File: src/rtl/drive_monitor_pkg.sv
// Shared types and constants for the drive-line monitor: FSM states,
// default timing constants and the measurement record.
package drive_monitor_pkg;

  localparam int unsigned DEF_MAX_WAIT = 40;
  localparam int unsigned DRV_HOLD     = 4;
  localparam int unsigned DEF_CW       = 6;
  localparam int unsigned DEF_WW       = 3;

  typedef enum logic [1:0] {
    ST_IDLE,
    ST_WAIT,
    ST_HIGH,
    ST_ORPHAN
  } state_e;

  typedef struct packed {
    logic [DEF_CW-1:0] front;
    logic [DEF_WW-1:0] width;
  } meas_t;

endpackage

File: src/rtl/drive_monitor_cnt.sv
// Saturating up-counter with clear and enable; clear+enable together
// restarts the count at 1.
module drive_monitor_cnt #(
  parameter int unsigned W = 3
) (
  input  logic         CLK,
  input  logic         RST_N,
  input  logic         clr,
  input  logic         en,
  output logic [W-1:0] cnt
);

  logic [W-1:0] cnt_q, cnt_d;

  always_comb begin
    cnt_d = cnt_q;
    if (clr) cnt_d = '0;
    if (en && (cnt_d != '1)) cnt_d = cnt_d + W'(1);
  end

  always_ff @(posedge CLK or negedge RST_N) begin
    if (!RST_N) cnt_q <= '0;
    else        cnt_q <= cnt_d;
  end

  assign cnt = cnt_q;

endmodule

File: src/rtl/drive_monitor.sv
// Drive-line monitor: measures trigger-to-rise latency and high width of
// the stretched drive line. Optional expected-value check: DRIVE_MONITOR_CHECK_EN.
module drive_monitor
  import drive_monitor_pkg::*;
#(
  parameter int unsigned MAX_WAIT = DEF_MAX_WAIT,
  parameter int unsigned CW       = DEF_CW,
  parameter int unsigned WW       = DEF_WW
) (
  input  logic          CLK,
  input  logic          RST_N,
  input  logic          TRIG,
  input  logic          VALID_IN,
  output logic          MEAS_DONE,
  output logic [CW-1:0] MEAS_FRONT,
  output logic [WW-1:0] MEAS_WIDTH,
  output logic          TIMEOUT,
  output logic          OVERLAP,
`ifdef DRIVE_MONITOR_CHECK_EN
  input  logic [CW-1:0] EXP_FRONT,
  input  logic [WW-1:0] EXP_WIDTH,
  output logic          MISMATCH,
`endif
  output logic          SPURIOUS
);

  state_e        state_q, state_d;
  logic [CW-1:0] front_q, front_d;
  logic          meas_done_q, meas_done_d;
  logic [CW-1:0] meas_front_q, meas_front_d;
  logic [WW-1:0] meas_width_q, meas_width_d;
  logic          timeout_q, timeout_d;
  logic          overlap_q, overlap_d;
  logic          spurious_q, spurious_d;
  logic          lat_clr, lat_en, wid_clr, wid_en;
  logic [CW-1:0] lat;
  logic [WW-1:0] wid;

  drive_monitor_cnt #(.W(CW)) u_lat (
    .CLK(CLK), .RST_N(RST_N), .clr(lat_clr), .en(lat_en), .cnt(lat)
  );

  drive_monitor_cnt #(.W(WW)) u_wid (
    .CLK(CLK), .RST_N(RST_N), .clr(wid_clr), .en(wid_en), .cnt(wid)
  );

  always_comb begin
    state_d      = state_q;
    front_d      = front_q;
    meas_front_d = meas_front_q;
    meas_width_d = meas_width_q;
    meas_done_d  = 1'b0;
    timeout_d    = 1'b0;
    spurious_d   = 1'b0;
    overlap_d    = TRIG && (state_q != ST_IDLE);
    lat_clr      = 1'b0;
    lat_en       = 1'b0;
    wid_clr      = 1'b0;
    wid_en       = 1'b0;
    case (state_q)
      ST_IDLE: begin
        if (TRIG) begin
          if (VALID_IN) begin
            front_d = '0;
            wid_clr = 1'b1;
            wid_en  = 1'b1;
            state_d = ST_HIGH;
          end else begin
            lat_clr = 1'b1;
            lat_en  = 1'b1;
            state_d = ST_WAIT;
          end
        end else if (VALID_IN) begin
          spurious_d = 1'b1;
          state_d    = ST_ORPHAN;
        end
      end
      ST_WAIT: begin
        if (VALID_IN) begin
          front_d = lat;
          wid_clr = 1'b1;
          wid_en  = 1'b1;
          state_d = ST_HIGH;
        end else if (lat == CW'(MAX_WAIT)) begin
          timeout_d = 1'b1;
          state_d   = ST_IDLE;
        end else begin
          lat_en = 1'b1;
        end
      end
      ST_HIGH: begin
        if (VALID_IN) begin
          wid_en = 1'b1;
        end else begin
          meas_done_d  = 1'b1;
          meas_front_d = front_q;
          meas_width_d = wid;
          state_d      = ST_IDLE;
        end
      end
      ST_ORPHAN: begin
        if (!VALID_IN) state_d = ST_IDLE;
      end
      default: state_d = ST_IDLE;
    endcase
  end

  always_ff @(posedge CLK or negedge RST_N) begin
    if (!RST_N) begin
      state_q      <= ST_IDLE;
      front_q      <= '0;
      meas_done_q  <= 1'b0;
      meas_front_q <= '0;
      meas_width_q <= '0;
      timeout_q    <= 1'b0;
      overlap_q    <= 1'b0;
      spurious_q   <= 1'b0;
    end else begin
      state_q      <= state_d;
      front_q      <= front_d;
      meas_done_q  <= meas_done_d;
      meas_front_q <= meas_front_d;
      meas_width_q <= meas_width_d;
      timeout_q    <= timeout_d;
      overlap_q    <= overlap_d;
      spurious_q   <= spurious_d;
    end
  end

`ifdef DRIVE_MONITOR_CHECK_EN
  logic [CW-1:0] exp_front_q, exp_front_d;
  logic [WW-1:0] exp_width_q, exp_width_d;
  logic          mismatch_q, mismatch_d;

  // Expectations are latched only when a trigger is accepted from IDLE.
  always_comb begin
    exp_front_d = exp_front_q;
    exp_width_d = exp_width_q;
    if ((state_q == ST_IDLE) && TRIG) begin
      exp_front_d = EXP_FRONT;
      exp_width_d = EXP_WIDTH;
    end
    mismatch_d = timeout_d ||
                 (meas_done_d && ((front_q != exp_front_q) || (wid != exp_width_q)));
  end

  always_ff @(posedge CLK or negedge RST_N) begin
    if (!RST_N) begin
      exp_front_q <= '0;
      exp_width_q <= '0;
      mismatch_q  <= 1'b0;
    end else begin
      exp_front_q <= exp_front_d;
      exp_width_q <= exp_width_d;
      mismatch_q  <= mismatch_d;
    end
  end

  assign MISMATCH = mismatch_q;
`endif

  assign MEAS_DONE  = meas_done_q;
  assign MEAS_FRONT = meas_front_q;
  assign MEAS_WIDTH = meas_width_q;
  assign TIMEOUT    = timeout_q;
  assign OVERLAP    = overlap_q;
  assign SPURIOUS   = spurious_q;

endmodule

File: config.mk
export PLATFORM = sky130hd
export DESIGN_NAME = drive_monitor
export DESIGN_NICKNAME = d
export VERILOG_FILES = /design/src/rtl/drive_monitor_pkg.sv /design/src/rtl/drive_monitor_cnt.sv /design/src/rtl/drive_monitor.sv
export SDC_FILE = /design/constraint.sdc
export NUM_CORES = 1
export LEC_CHECK = 0
export ABC_CLOCK_PERIOD_IN_PS = 3000
export CORE_MARGIN = 8
export CORE_UTILIZATION = 45
export DETAILED_ROUTE_END_ITERATION = 7
export MAX_ROUTING_LAYER = met4
export PLACE_DENSITY = 0.75
export SYNTH_ARGS = -nofsm -noshare
export SYNTH_HDL_FRONTEND = slang
export SYNTH_SLANG_ARGS = --single-unit
File: constraint.sdc
create_clock -name CLK -period 3 [get_ports CLK]
set_input_delay 0.45 -clock CLK [delete_from_list [all_inputs] [get_ports CLK]]
set_output_delay 0.45 -clock CLK [all_outputs]
set_load 0.05 [all_outputs]
# Yosys cells after proc, flatten, opt, wreduce, memory -nomap -nowiden
# Index checks and enable logic that the tools add are counted.
# totals
ff_bits	30
word_cells	67
output_inout_bits	13
in_bits	4
# op_classes
n_bitwise	1
n_mux	31
eq_ne	12
n_reduce_logical	11
n_addsub	2
# ops
operator	n
two-way mux 6 bit	5
two-way mux 1 bit	13
two-way mux 2 bit	6
one-hot mux 6 bit (2 select lines)	1
!= test 3 bit, second input constant	3
!= test 2 bit, second input constant	4
adder 6 x 1 -> 6 bit, second input constant	1
== test 6 bit, second input constant	1
two-way mux 3 bit	2
!= test 6 bit, second input constant	1
one-hot mux 1 bit (2 select lines)	3
one-hot mux 2 bit (3 select lines)	1
== test 2 bit, second input constant	2
AND reduction 4 bit	1
nonzero test 2 bit	2
OR reduction 2 bit	2
adder 3 x 1 -> 3 bit, second input constant	1
logical AND 1 bit	3
AND reduction 3 bit	1
== test 2 x 1 -> 1 bit, second input constant	1
zero test 2 bit	1
AND reduction 2 bit	1
inverter 1 bit	1

# Longest topological paths before layout
# Gate-level depths: netlist of the first run.
# logic_depth
depth_word	7
ltp_mapped	9
ltp_nobuf	9

# Cells and area by module
# A second synthesis of the first run with hierarchy kept.
# unflattened
hier_cells	112
area_unflattened_um2	1472.7
# by_module_without_submodules
module	seq_area_each_um2	cells_per_inst	area_each_um2	n_inst
drive_monitor	525.5	70	944.7	1
drive_monitor_cnt at u_lat	150.1	30	354.1	1
drive_monitor_cnt at u_wid	75.1	12	173.9	1

# Worst setup path before layout of the first run
# No wires, ideal clock.
# synth_path
path_type	register to register
startpoint	register state_q[0]
endpoint	register u_wid.cnt_q[1] (netlist: u_wid.cnt[1])
slack_ps	554
t_arrival_ps	2321
path_stages_with_launch	10
synth_period_minus_slack_ps	2446
t_required_ps	2875
cell_sequence	dfrtp_1 inv_1 ha_1 a31oi_1 nand2b_1 and2_1 ha_1 ha_1 nor4b_2 mux2_2
# synth_via
elab_chain_cells	6
word_cells_on_any_way	11
# synth_lines
element	line	source
start, declared	drive_monitor.sv:27	state_e state_q, state_d;
start signal, assigned	drive_monitor.sv:119	state_q <= state_d;
branches (longest 5 deep; another with adder 3 x 1 -> 3 bit)	--	
two-way mux 3 bit *	drive_monitor_cnt.sv:18	if (en && (cnt_d != '1)) cnt_d = cnt_d + W'(1);
via u_wid.cnt_d[1]	drive_monitor_cnt.sv:13	logic [W-1:0] cnt_q, cnt_d;
end signal, assigned	drive_monitor_cnt.sv:23	else cnt_q <= cnt_d;
end, declared	drive_monitor_cnt.sv:13	
# Mark *: on every way through the listed nets, which the timed path passes.
# A chain may end at the register's enable or synchronous reset.

# Worst setup path in the final report of the first run
# layout_path
startpoint	register state_q[1]
endpoint	register u_wid.cnt_q[1] (netlist: u_wid.cnt[1])
# Same word-level chain as after synthesis.

==> qor.csv, run 1 <==
metric;value;unit
clockBufferDepth;2;
clock_sink_count;30;
grt_util_met1;12.37;%
dieHeight;73.79;µm
start_util;45.75;%
critPathCaptureType;register;
drt_pre_antenna_iters;4;
nFillCells;298;
syn_inst;131;
route.vias.total;1020;
synthSimpleGateAreaFrac;18.90;%
avgSynthCellArea;11.47;µm²
yosysTopAreaCellShare;49.96;%
critPathKind;reg -> reg;
grt_max_degree;31;
worstPathMaxFanout;11;
crit_arrival;3.00;ns
overflow;0;
yosysSeqAreaShare;49.96;%
dp_hpwl;2125;µm
hold_viol;0;
drt_iter0_markers;22;
worst_pin_slew;0.5061;ns
post_cts_resized;0;
grt_use_met2;19.98;%
cap_violations;0;
period_minus_slack;2.793;ns
h-tree-depth;2;
synth_fa_ha_area_share;7.494;%
synthXorXnorAreaFrac;2.331;%
post_cts_buffers;0;
p_leak;0.0008347;µW
holdWs;0.4851;ns
yosys-top-cells-count;30 x dfrtp_1, 19 x nand2_1, 12 x mux2_2;
power_density;869.9;mW/mm²
grt_pass1_wl;4823;µm
postCtsHoldBufs;0;
synth_cell_types;34;
cp_num_buf_inv;1;
first_global_vias;1076;
rows;21;
track_usage;12.02;%
area_growth;19.98;%
ios;17;
synth_edf_count;0;
numCtsBuffers;5;
synth_top_family_by_area;simple AND/OR/NAND/NOR gates;
port_buffers;16;
synth_mux_area_share;12.82;%
die_area;0.005444;mm²
antenna_found_initial;0;
vias_per_cell;5.050;
tns;0;ns
path_clk_slew;0.10;ns
drive_gt1_share;20.51;%
crit_path_frequent_cell;ha_1;
start_kind;register;
synthArstFlopShare;100.0;%
diodes;0;
setup-violations-final;0;
clock_latency;0.32;ns
yosysWarnings;0;
yosysTopAreaCell;dfrtp_1;
crit_family;simple AND/OR/NAND/NOR gates;
synth-main-ff-cell;dfrtp_1;
max_freq;358.0;MHz
core;0.003284;mm²
gp_congestion;0.7667;
dp.cells;194;
drc;0;
cp_data_required_time;3.21;ns
syn_nets;144;
critical_path.cell_chain;inv_1 > ha_1 > a31oi_1 > nand2b_1 > and2_1 > ha_1 > ha_1 > nor4b_2 > mux2_2;
hold_path_class;reg -> reg;
maxSlewViolCount;0;
slowest_stage;dfrtp_1;
fin_ws;0.2068;ns
die_w;73.79;µm
ys_ff_latch;30;
top_usage_layer;met2;
gr-usage-met3;3.956;%
ys_top_cells_by_area;dfrtp_1 50%, mux2_2 9.0%, ha_1 7.5%;
wl;2753;µm
synth_area;0.001503;mm²
status;complete, no violations;
slowest_delay;0.44;ns
period_share;93.11;%
relSlewSlack;66.16;%
wl_per_cell;13.63;µm
final_nets;168;
place_ws;0.2094;ns
fin_worst_skew;0.008765;ns
synth_compound_area_share;6.245;%
yosysMostFrequentCell;dfrtp_1;
cts_root_buf;clkbuf_4;
cts_tree;built;
final_cells;202;
grt_setup_unrepaired;no;
ant_nets;0;
ir_drop;0.4165;mV
[metrics by stage]
step | instance area [µm²] | utilization, % | power (µW)
after floorplan | 1503 | - | 1115
after global placement | 1743 | 53.07 | 1306
after detailed placement | 1743 | 53.07 | 1340
after CTS | 1803 | 54.90 | 1589
after global routing | 1803 | 54.90 | 1678
final | 1803 | 54.90 | 1568
[area by class of cell]
cell class                 instances  area, µm²  area share, %
clock buffer                       7      55.05          3.053
sequential                        30      750.7          41.64
tap                               46      57.56          3.192
clock inverter                     1      5.005         0.2776
inverter                           3      11.26         0.6246
multi-input combinational         93      718.2          39.83
timing repair buffer              22      205.2          11.38
[tightest hold or removal path, cell delays in order, from the launching register on]
cell	delay [ns]
dfrtp_1	0.35
nand2_1	0.05
o21ai_0	0.06
[final timing paths]
kind	start	endpoint	slack [ns]	depth (start not counted)
worst max-delay path	state_q[1]	u_wid.cnt[1]	0.21	9
worst min-delay path	front_q[4]	front_q[4]	0.49	2
worst min register to register	front_q[4]	front_q[4]	0.49	2
max in group asynchronous	RST_N	front_q[2]	2.19	2
min in group asynchronous	RST_N	u_lat.cnt[1]	0.51	2
worst max register to register	state_q[1]	u_wid.cnt[1]	0.21	9
[kinds of logic (layout without fill, tap and decap cells)]
family / count (synthesis) / in the layout
flip-flops: 30 / 30
AO/OA/AOI/OAI: 14 / 14
AND/OR/NAND/NOR: 49 / 49
XOR/XNOR: 4 / 4
multiplexers: 17 / 17
adder cells (fa/ha/maj): 9 / 9
buffers and inverters: 8 / 33
[layer usage]
layer / part of all wire (%) / vias up / wire, µm
met2: 50 / 20 / 1374
met1: 44 / 499 / 1198
met4: 1.7 / 0 / 46
met5: 0 / - / 0
li1: - / 496 / -
met3: 4.9 / 5 / 134
[flip-flops by register name (all words and copies together), names as in the netlist]
register / flops
MEAS_FRONT: 6
front_q: 6
u_lat.cnt: 6
MEAS_WIDTH: 3
u_wid.cnt: 3
state_q: 2
MEAS_DONE: 1
OVERLAP: 1
SPURIOUS: 1
TIMEOUT: 1
[layout by cell type, fill, tap and decap left out, drive strengths merged]
cell type	n
dfrtp	30
nand2	20
clkdlybuf4s50	16
mux2	15
ha	9
and2	7
clkbuf	7
o21ai	6
buf	6
nor2	5
nand3	4
inv	3
xor2	3
nor2b	3
nand2b	2
a21oi	2
mux2i	2
nor4b	2
a21boi	2
a31oi	1
nand3b	1
a311oi	1
and3b	1
or3	1
and4	1
nand4	1
xnor2	1
and4b	1
o31a	1
a32oi	1
clkinv	1
[where the power goes]
group,switching (µW),internal [µW]
logic,428,310
clock network,132,113
registers,74.1,511
(Power assumes the default switching activity.)
==> run 2: changes to the inputs <==
--- a/config.mk
+++ b/config.mk
@@ -9,8 +9,10 @@
 export CORE_MARGIN = 8
 export CORE_UTILIZATION = 45
 export DETAILED_ROUTE_END_ITERATION = 7
+export GPL_ROUTABILITY_DRIVEN = 0
 export MAX_ROUTING_LAYER = met4
 export PLACE_DENSITY = 0.75
+export REMOVE_ABC_BUFFERS = 1
 export SYNTH_ARGS = -nofsm -noshare
 export SYNTH_HDL_FRONTEND = slang
 export SYNTH_SLANG_ARGS = --single-unit
==> run 2 against run 1 <==
- count of clock-buffer cells in the layout is 2 lower
- fmax is 1.4% higher
- critical path depth did not move
- utilization is 0.53 points higher
- final area is 0.97% higher
- first-iteration DRC count rose to 3.6 times the previous value
- clock skew shrank 0.0012 ns
- routed wire length increased by 1.5%
- flip-flop and latch count did not move
- global-route usage is 0.095 points higher
- power rose by 4.7%
- worst hold slack got worse by 0.0039 ns
- largest cell class unchanged
- largest power group unchanged
==> qor.csv, run 2 (synthesis results as in run 1) <==
metric;value;unit;change
h-tree-depth;2;;unchanged
relSlewSlack;66.03;%;was 66.16%
drt_iter0_markers;79;;was 22
start_util;45.75;%;unchanged
place_area;0.001743;mm²;unchanged
antenna_found_initial;0;;unchanged
crit_arrival;2.98;ns;was 3.00 ns
power.total;1642;µW;was 1568 µW
numCtsBuffers;5;;unchanged
drt_pre_antenna_iters;6;;was 4
nFillCells;283;;was 298
worstPathMaxFanout;11;;unchanged
slowest_delay;0.43;ns;was 0.44 ns
area_growth;21.15;%;was 19.98%
clockBufferDepth;2;;unchanged
wl_per_cell;13.83;µm;was 13.63 µm
slowest_stage;dfrtp_1;;unchanged
period_share;91.81;%;was 93.11%
cts_tree;built;;unchanged
worst_pin_slew;0.5080;ns;was 0.5061 ns
ant_nets;0;;unchanged
power_density;901.9;mW/mm²;was 869.9 mW/mm²
holdWs;0.4812;ns;was 0.4851 ns
start_kind;register;;unchanged
route.vias.total;1040;;was 1020
first_global_vias;1057;;was 1076
ff2ff_setup_slack;0.25;ns;was 0.21 ns
die_w;73.79;µm;unchanged
vias_per_cell;5.149;;was 5.050
dp_hpwl;2087;µm;was 2125 µm
critPathCaptureType;register;;unchanged
status;complete, no violations;;unchanged
final_nets;168;;unchanged
path_clk_slew;0.10;ns;about the same
clock_latency;0.33;ns;was 0.32 ns
p_leak;0.0008444;µW;was 0.0008347 µW
ios;17;;unchanged
port_buffers;16;;unchanged
grt_pass1_wl;4857;µm;was 4823 µm
layout_commonest_cell;dfrtp_1;;unchanged
critPathKind;reg -> reg;;unchanged
post-route-util;55.43;%;was 54.90%
maxSlewViolCount;0;;unchanged
max_freq;363.1;MHz;was 358.0 MHz
critical_path.cell_chain;inv_1 > ha_1 > a31oi_1 > nand2b_1 > and2_1 > ha_1 > ha_1 > nor4b_2 > mux2_2;;unchanged
postCtsHoldBufs;0;;unchanged
drc;0;;unchanged
crit_path_frequent_cell;ha_1;;unchanged
drive_gt1_share;21.15;%;was 20.51%
ir_drop;0.3112;mV;was 0.4165 mV
overflow;0;;unchanged
crit_family;simple AND/OR/NAND/NOR gates;;unchanged
die_area;0.005444;mm²;unchanged
setup-violations-final;0;;unchanged
cap_violations;0;;unchanged
clock_sink_count;30;;unchanged
grt_setup_unrepaired;no;;unchanged
seqCellArea;750.7;µm²;unchanged
cp_num_buf_inv;1;;unchanged
diodes;0;;unchanged
hold_viol;0;;unchanged
core;0.003284;mm²;unchanged
dieHeight;73.79;µm;unchanged
tns;0;ns;unchanged
post_cts_buffers;0;;unchanged
cts_root_buf;clkbuf_4;;unchanged
hold_path_class;reg -> reg;;unchanged
mostFrequentLayoutCells;30 x dfrtp_1, 19 x nand2_1, 16 x clkdlybuf4s50_1;;unchanged
final_area;0.001821;mm²;was 0.001803 mm²
cp_data_required_time;3.22;ns;was 3.21 ns
grt_max_degree;31;;unchanged
rows;21;;unchanged
wl;2793;µm;was 2753 µm
period_minus_slack;2.754;ns;was 2.793 ns
track_usage;12.11;%;was 12.02%
fin_worst_skew;0.007563;ns;was 0.008765 ns
multiInputGateArea;718.2;µm²;unchanged
post_cts_resized;0;;unchanged
==> run 2: final timing paths <==
check | startpoint | endpoint | cells after the start
min | front_q[5] | front_q[5] | 2
max reg2reg | state_q[1] | u_wid.cnt[1] | 9
max | state_q[1] | u_wid.cnt[1] | 9
min reg2reg | front_q[5] | front_q[5] | 2
max in group asynchronous | RST_N | MEAS_WIDTH[1] | 2
min in group asynchronous | RST_N | front_q[2] | 2
==> run 2: final cells by class <==
class	count	share of cell area, %
timing repair buffer	22	11.27
sequential	30	41.24
multi-input combinational	93	39.45
clock inverter	3	2.199
inverter	3	0.6186
tap	46	3.162
clock buffer	5	2.062
==> run 2: layer usage <==
layer	GRT usage, %	vias to the layer above	wire length (µm)
met5	-	-	0
met4	9.091	0	108
met3	3.956	9	151
met2	18.80	27	1406
met1	12.55	506	1126
li1	-	498	-
==> run 2: power breakdown <==
part	leakage [µW]	total, µW	internal (µW)	switching, µW
combinational	0.000397	741	310	430
sequential	0.000402	585	511	74.8
clock	0.0000450	316	172	143
==> run 2: stage by stage <==
step	worst slack, ns	cells
floorplan	0.5545	126
global placement	0.3700	194
detailed placement	0.2207	194
CTS	0.2346	202
global route	0.03332	202
finish	0.2458	202
==> run 2: worst min-delay path: stages (launching register included) <==
cell     delay [ns]
dfrtp_1        0.35
nand2_1        0.04
o21ai_0        0.06
==> variant 1 (settings of run 2) <==
`DEF_WW`: 3 -> 6.
--- a/src/rtl/drive_monitor_pkg.sv
+++ b/src/rtl/drive_monitor_pkg.sv
@@ -6,5 +6,5 @@
   localparam int unsigned DRV_HOLD     = 4;
   localparam int unsigned DEF_CW       = 6;
-  localparam int unsigned DEF_WW       = 3;
+  localparam int unsigned DEF_WW       = 6;
 
   typedef enum logic [1:0] {
Ports: changed (resized MEAS_WIDTH); port bits go from 17 to 20. The function was not compared with the original's and may differ.
==> variant 1 against run 2 <==
Total power grew 16%; area after synthesis grew 21%; die area grew 16%; final area grew 18%; count of clock-buffer cells in the layout grew 3; routed wire length grew 25%; setup slack gained 0.019 ns; sequential cell count grew 6; largest power group unchanged; highest routed layer unchanged.
==> variant 1: results <==
[worst_setup_path]
r2r_slack_ns = 0.26
crit_path_end = u_lat.cnt[1]
crit_type = reg -> reg
crit_arrival_ns = 2.91
r2r-start = state_q[0]
r2r_cells = 8
path_max_fanout = 10

[clock_network]
clkTransAtPathRegs_ns = 0.07
cts_setup_buffers = 0
insertion_delay_ns = 0.28
clockBufferDepth = 2
cts_made_buffers = 5
htree_levels = 2
clockRootBuffer = clkbuf_8
ctsResizeCount = 0

[global_route]
grt_max_degree = 37
antenna_found_initial = 0
grt_use_met3_pct = 4.167
grt_pass1_wl_um = 6092
grt_pass1_vias = 1343
grt_use_total_pct = 12.50
met1_usage_pct = 13.52
grt_util_met2_pct = 19.72

[timing]
slew_violations = 0
fin_skew_ns = 0.003750
relSlewSlack_pct = 57.25
period_share_pct = 91.17

[final_layout]
fillers = 332
drive_gt1_share_pct = 11.28
nNetsFinal = 206
antennaDiodeCount = 0

[routing]
viasPerCell = 5.429
first_iter_violations = 41
first_pass_iters = 4
wl_per_cell_um = 14.25

[synthesis]
synth_cell_types = 42
async_flop_share_pct = 100.0
synthTopCellsByArea = dfrtp_1 (50%), ha_1 (5.5%), mux2_1 (5.0%)
ys.flop_type = dfrtp_1
yosys_warnings = 0
yosys-top-cells-count = dfrtp_1 (36), nand2_1 (22), o21ai_0 (12)
seq_area_frac_synth_pct = 49.69

[outcome]
status = finished clean

[power]
intPower_uw = 1120
peakVddDrop_mv = 0.3581
leakage_uw = 0.0009500

[place]
dp_hpwl_um = 2610
pre_cts_slack_ns = 0.1119
postPlaceCellArea_sq_um = 2056
port_buffers = 19

[hold_path]
hold_path_class = reg -> reg
[variant 1: cell types whose count changed in the layout (fill, tap and decap cells not counted), sizes merged, moves of 3 or more]
cell	run 2	this run
a211oi	0	4
and2	7	4
and3	0	3
clkbuf	5	8
clkdlybuf4s50	16	19
dfrtp	30	36
nand3	4	9
o21ai	6	13
[variant 1: how the worst min path moves through the flow]
stage / start / to / slack, ns / cells past startpoint
after floorplan: RST_N / MEAS_DONE / 0.15 / 0
after global placement: front_q[1] / front_q[1] / 0.46 / 2
after detailed placement: front_q[5] / front_q[5] / 0.47 / 2
after CTS: front_q[5] / front_q[5] / 0.48 / 2
after global routing: front_q[2] / front_q[2] / 0.50 / 2
final: front_q[5] / front_q[5] / 0.48 / 2
[variant 1: through the flow]
step | instances | utilization (%) | total power [uW]
floorplan | 164 | - | 1299
global placement | 237 | 52.14 | 1517
detailed placement | 237 | 52.14 | 1562
CTS | 245 | 54.43 | 1914
global route | 245 | 54.43 | 2025
finish | 245 | 54.43 | 1898
[variant 1: logic make-up (layout without fill, tap and decap cells)]
family / Yosys count / count (layout) / share of synthesized area, %
multiplexers: 14 / 14 / 8.696
AO/OA/AOI/OAI: 33 / 33 / 12.01
adder cells (fa/ha/maj): 8 / 8 / 5.521
buffers and inverters: 13 / 36 / 3.244
AND/OR/NAND/NOR: 66 / 66 / 19.87
XOR/XNOR: 2 / 2 / 0.9664
flip-flops: 36 / 36 / 49.69
[variant 1: layout make-up]
cell class                      count  area [sq um]  share of cell area (%)
Clock buffer                        8         90.09                   4.198
Inverter                            5         18.77                  0.8746
Multi-Input combinational cell    123         853.3                   39.77
Sequential cell                    36         900.9                   41.98
Tap cell                           50         62.56                   2.915
Timing Repair Buffer               23         220.2                   10.26
[variant 1: critical path, stage by stage (launching register included)]
cell     delay, ns
dfrtp_1       0.46
inv_1         0.10
ha_1          0.33
and3b_1       0.32
nor2b_1       0.23
ha_1          0.37
nand3_1       0.24
a21oi_1       0.24
mux2_1        0.33
[variant 1: metal layers]
metal	part of all wire (%)	up-vias	wire [um]
met2	48	34	1670
met1	43	636	1517
met3	5.7	12	198
met5	0	-	0
met4	3.0	0	106
li1	-	648	-
[variant 1: power groups by stage]
stage	Combinational, uW	Clock [uW]	Sequential, uW
3_5_place_dp	830	0	732
5_1_grt	901	380	744
2_1_floorplan	418	0	881
6_report	830	345	724
3_3_place_gp	797	0	720
4_1_cts	836	355	723
==> variant 2 (flow settings as in run 2) <==
Without the edit above. The 4 states of `state_e` get a one-hot encoding in 4 bits.
--- a/src/rtl/drive_monitor_pkg.sv
+++ b/src/rtl/drive_monitor_pkg.sv
@@ -8,9 +8,9 @@
   localparam int unsigned DEF_WW       = 3;
 
-  typedef enum logic [1:0] {
-    ST_IDLE,
-    ST_WAIT,
-    ST_HIGH,
-    ST_ORPHAN
+  typedef enum logic [3:0] {
+    ST_IDLE   = 4'b0001,
+    ST_WAIT   = 4'b0010,
+    ST_HIGH   = 4'b0100,
+    ST_ORPHAN = 4'b1000
   } state_e;
 
Behaviour: no difference found for any inputs over 10 cycles, from zero or initial values and one cycle with RST_N low; not proved beyond that.
==> variant 2 against run 2 <==
Maximum frequency is 6.7% higher; area after synthesis grew 0.67%; synthesized cell count fell by 5.3%; final area down 2.0%; total power decreased by 4.7%; first-iteration DRC count is 24% lower; largest cell class unchanged; critical endpoint unchanged; critical path depth is 1 lower; setup slack better by 0.17 ns; routed wire length increased by 2.9%; sequential cell count increased by 2.
==> variant 2: results <==
[outcome]
status = finished clean

[clock_network]
cts_setup_buffers = 0
clkTransAtPathRegs_ns = 0.10
cts_made_buffers = 5
clockBufferDepth = 2
ctsResizeCount = 0
clockRootBuffer = clkbuf_4

[worst_setup_path]
cpLargestDelayFamily = simple AND/OR/NAND/NOR gates
slowest_stage = clkdlybuf4s50_1
cp_slowest_stage_delay_ns = 0.51
crit_arrival_ns = 2.80
r2r_end = u_wid.cnt[1]
r2r_slack_ns = 0.45
r2r_cells = 7
cp-end-kind = register
path_max_fanout = 9
r2r-start = state_q[0]
crit_start = TRIG

[synthesis]
yosys_warnings = 0
synth-xor-area-share_pct = 1.158
synth_cell_types = 44
synth_compound_area_share_pct = 11.17
seq_area_frac_synth_pct = 53.02
synthTopCellsByArea = dfrtp_1 (51%), mux2_2 (8.2%), a22o_1 (3.5%)
synth_fa_ha_area_share_pct = 2.481
synthMuxAreaShare_pct = 9.843
ys.flop_type = dfrtp_1
yosys-top-cells-count = dfrtp_1 (31), mux2_2 (11), nor3_1 (8)
async_flop_share_pct = 100.0

[place]
port_buffers = 16
postPlaceCellArea_sq_um = 1708
dp_hpwl_um = 2102

[routing]
first_pass_iters = 4
first_iter_violations = 60
drt_wl_total_um = 2874
viasPerCell = 5.347

[hold_path]
hold_path_class = in -> async

[final_layout]
nNetsFinal = 150
fillers = 287
drive_gt1_share_pct = 20.83
antennaDiodeCount = 0

[timing]
relSlewSlack_pct = 66.52
fin_skew_ns = 0.003292
slew_violations = 0

[power]
leakage_uw = 0.0007760
peakVddDrop_mv = 0.3482
p_sw_uw = 593.8

[global_route]
grt_max_degree = 33
grt_pass1_wl_um = 4692
antenna_found_initial = 0
grt_pass1_vias = 1029
grt_use_total_pct = 11.76
==> variant 2: cell type report <==
cell class / count / area, sq um / area share, %
flip-flops and latches: 32 / 802.0 / 44.95
multi-input cells: 85 / 669.4 / 37.52
repair buffers: 18 / 175.2 / 9.818
well taps: 46 / 57.56 / 3.226
clock buffers: 6 / 41.29 / 2.314
clock inverters: 2 / 35.03 / 1.964
inverters: 1 / 3.754 / 0.2104
==> variant 2: how the worst min path moves through the flow <==
stage	slack [ns]	to	cells after the start
after detailed placement	0.49	front_q[5]	1
after global placement	0.49	MEAS_FRONT[0]	1
after global routing	0.54	MEAS_FRONT[4]	2
after CTS	0.51	MEAS_FRONT[5]	2
final	0.51	MEAS_FRONT[4]	2
after floorplan	0.15	MEAS_DONE	0
==> variant 2: cells by family after synthesis <==
family                     Yosys count
buffers and inverters                7
DFF                                 32
muxes                               13
and+or+nand+nor                     47
xor gates and xnor gates             2
AOI/OAI and AO/OA                   20
adders and majority gates            3
==> variant 2: power groups by stage <==
stage	Clock (uW)	Combinational [uW]	Sequential [uW]
final	318	587	659
after global routing	346	636	675
after CTS	327	593	659
after detailed placement	0	593	667
after global placement	0	564	658
after floorplan	0	303	766
==> variant 2: worst reg2reg max path: stages, from the launching register on <==
cell and delay [ns]:
dfstp_2 0.60, and3b_1 0.29, o211ai_2 0.22, and2_1 0.24, ha_1 0.20, ha_1 0.20, nor3_2 0.30, mux2_2 0.38
==> variant 2: per-stage QoR <==
step | utilization [%] | worst slack (ns) | total power (uW) | cells
4_1_cts | 54.32 | 0.4288 | 1579 | 190
3_3_place_gp | 52.00 | 0.2362 | 1223 | 182
6_report | 54.32 | 0.4187 | 1564 | 190
2_1_floorplan | - | 0.7296 | 1069 | 118
3_5_place_dp | 52.00 | 0.07794 | 1260 | 182
5_1_grt | 54.32 | 0.3196 | 1657 | 190
==> variant 2: per-layer routing <==
layer	share of wire [%]	routed length (um)	GRT usage, %
met5	0	0	-
met4	1.6	47	7.317
met3	4.9	142	3.235
met2	48	1389	18.16
met1	45	1294	13.22
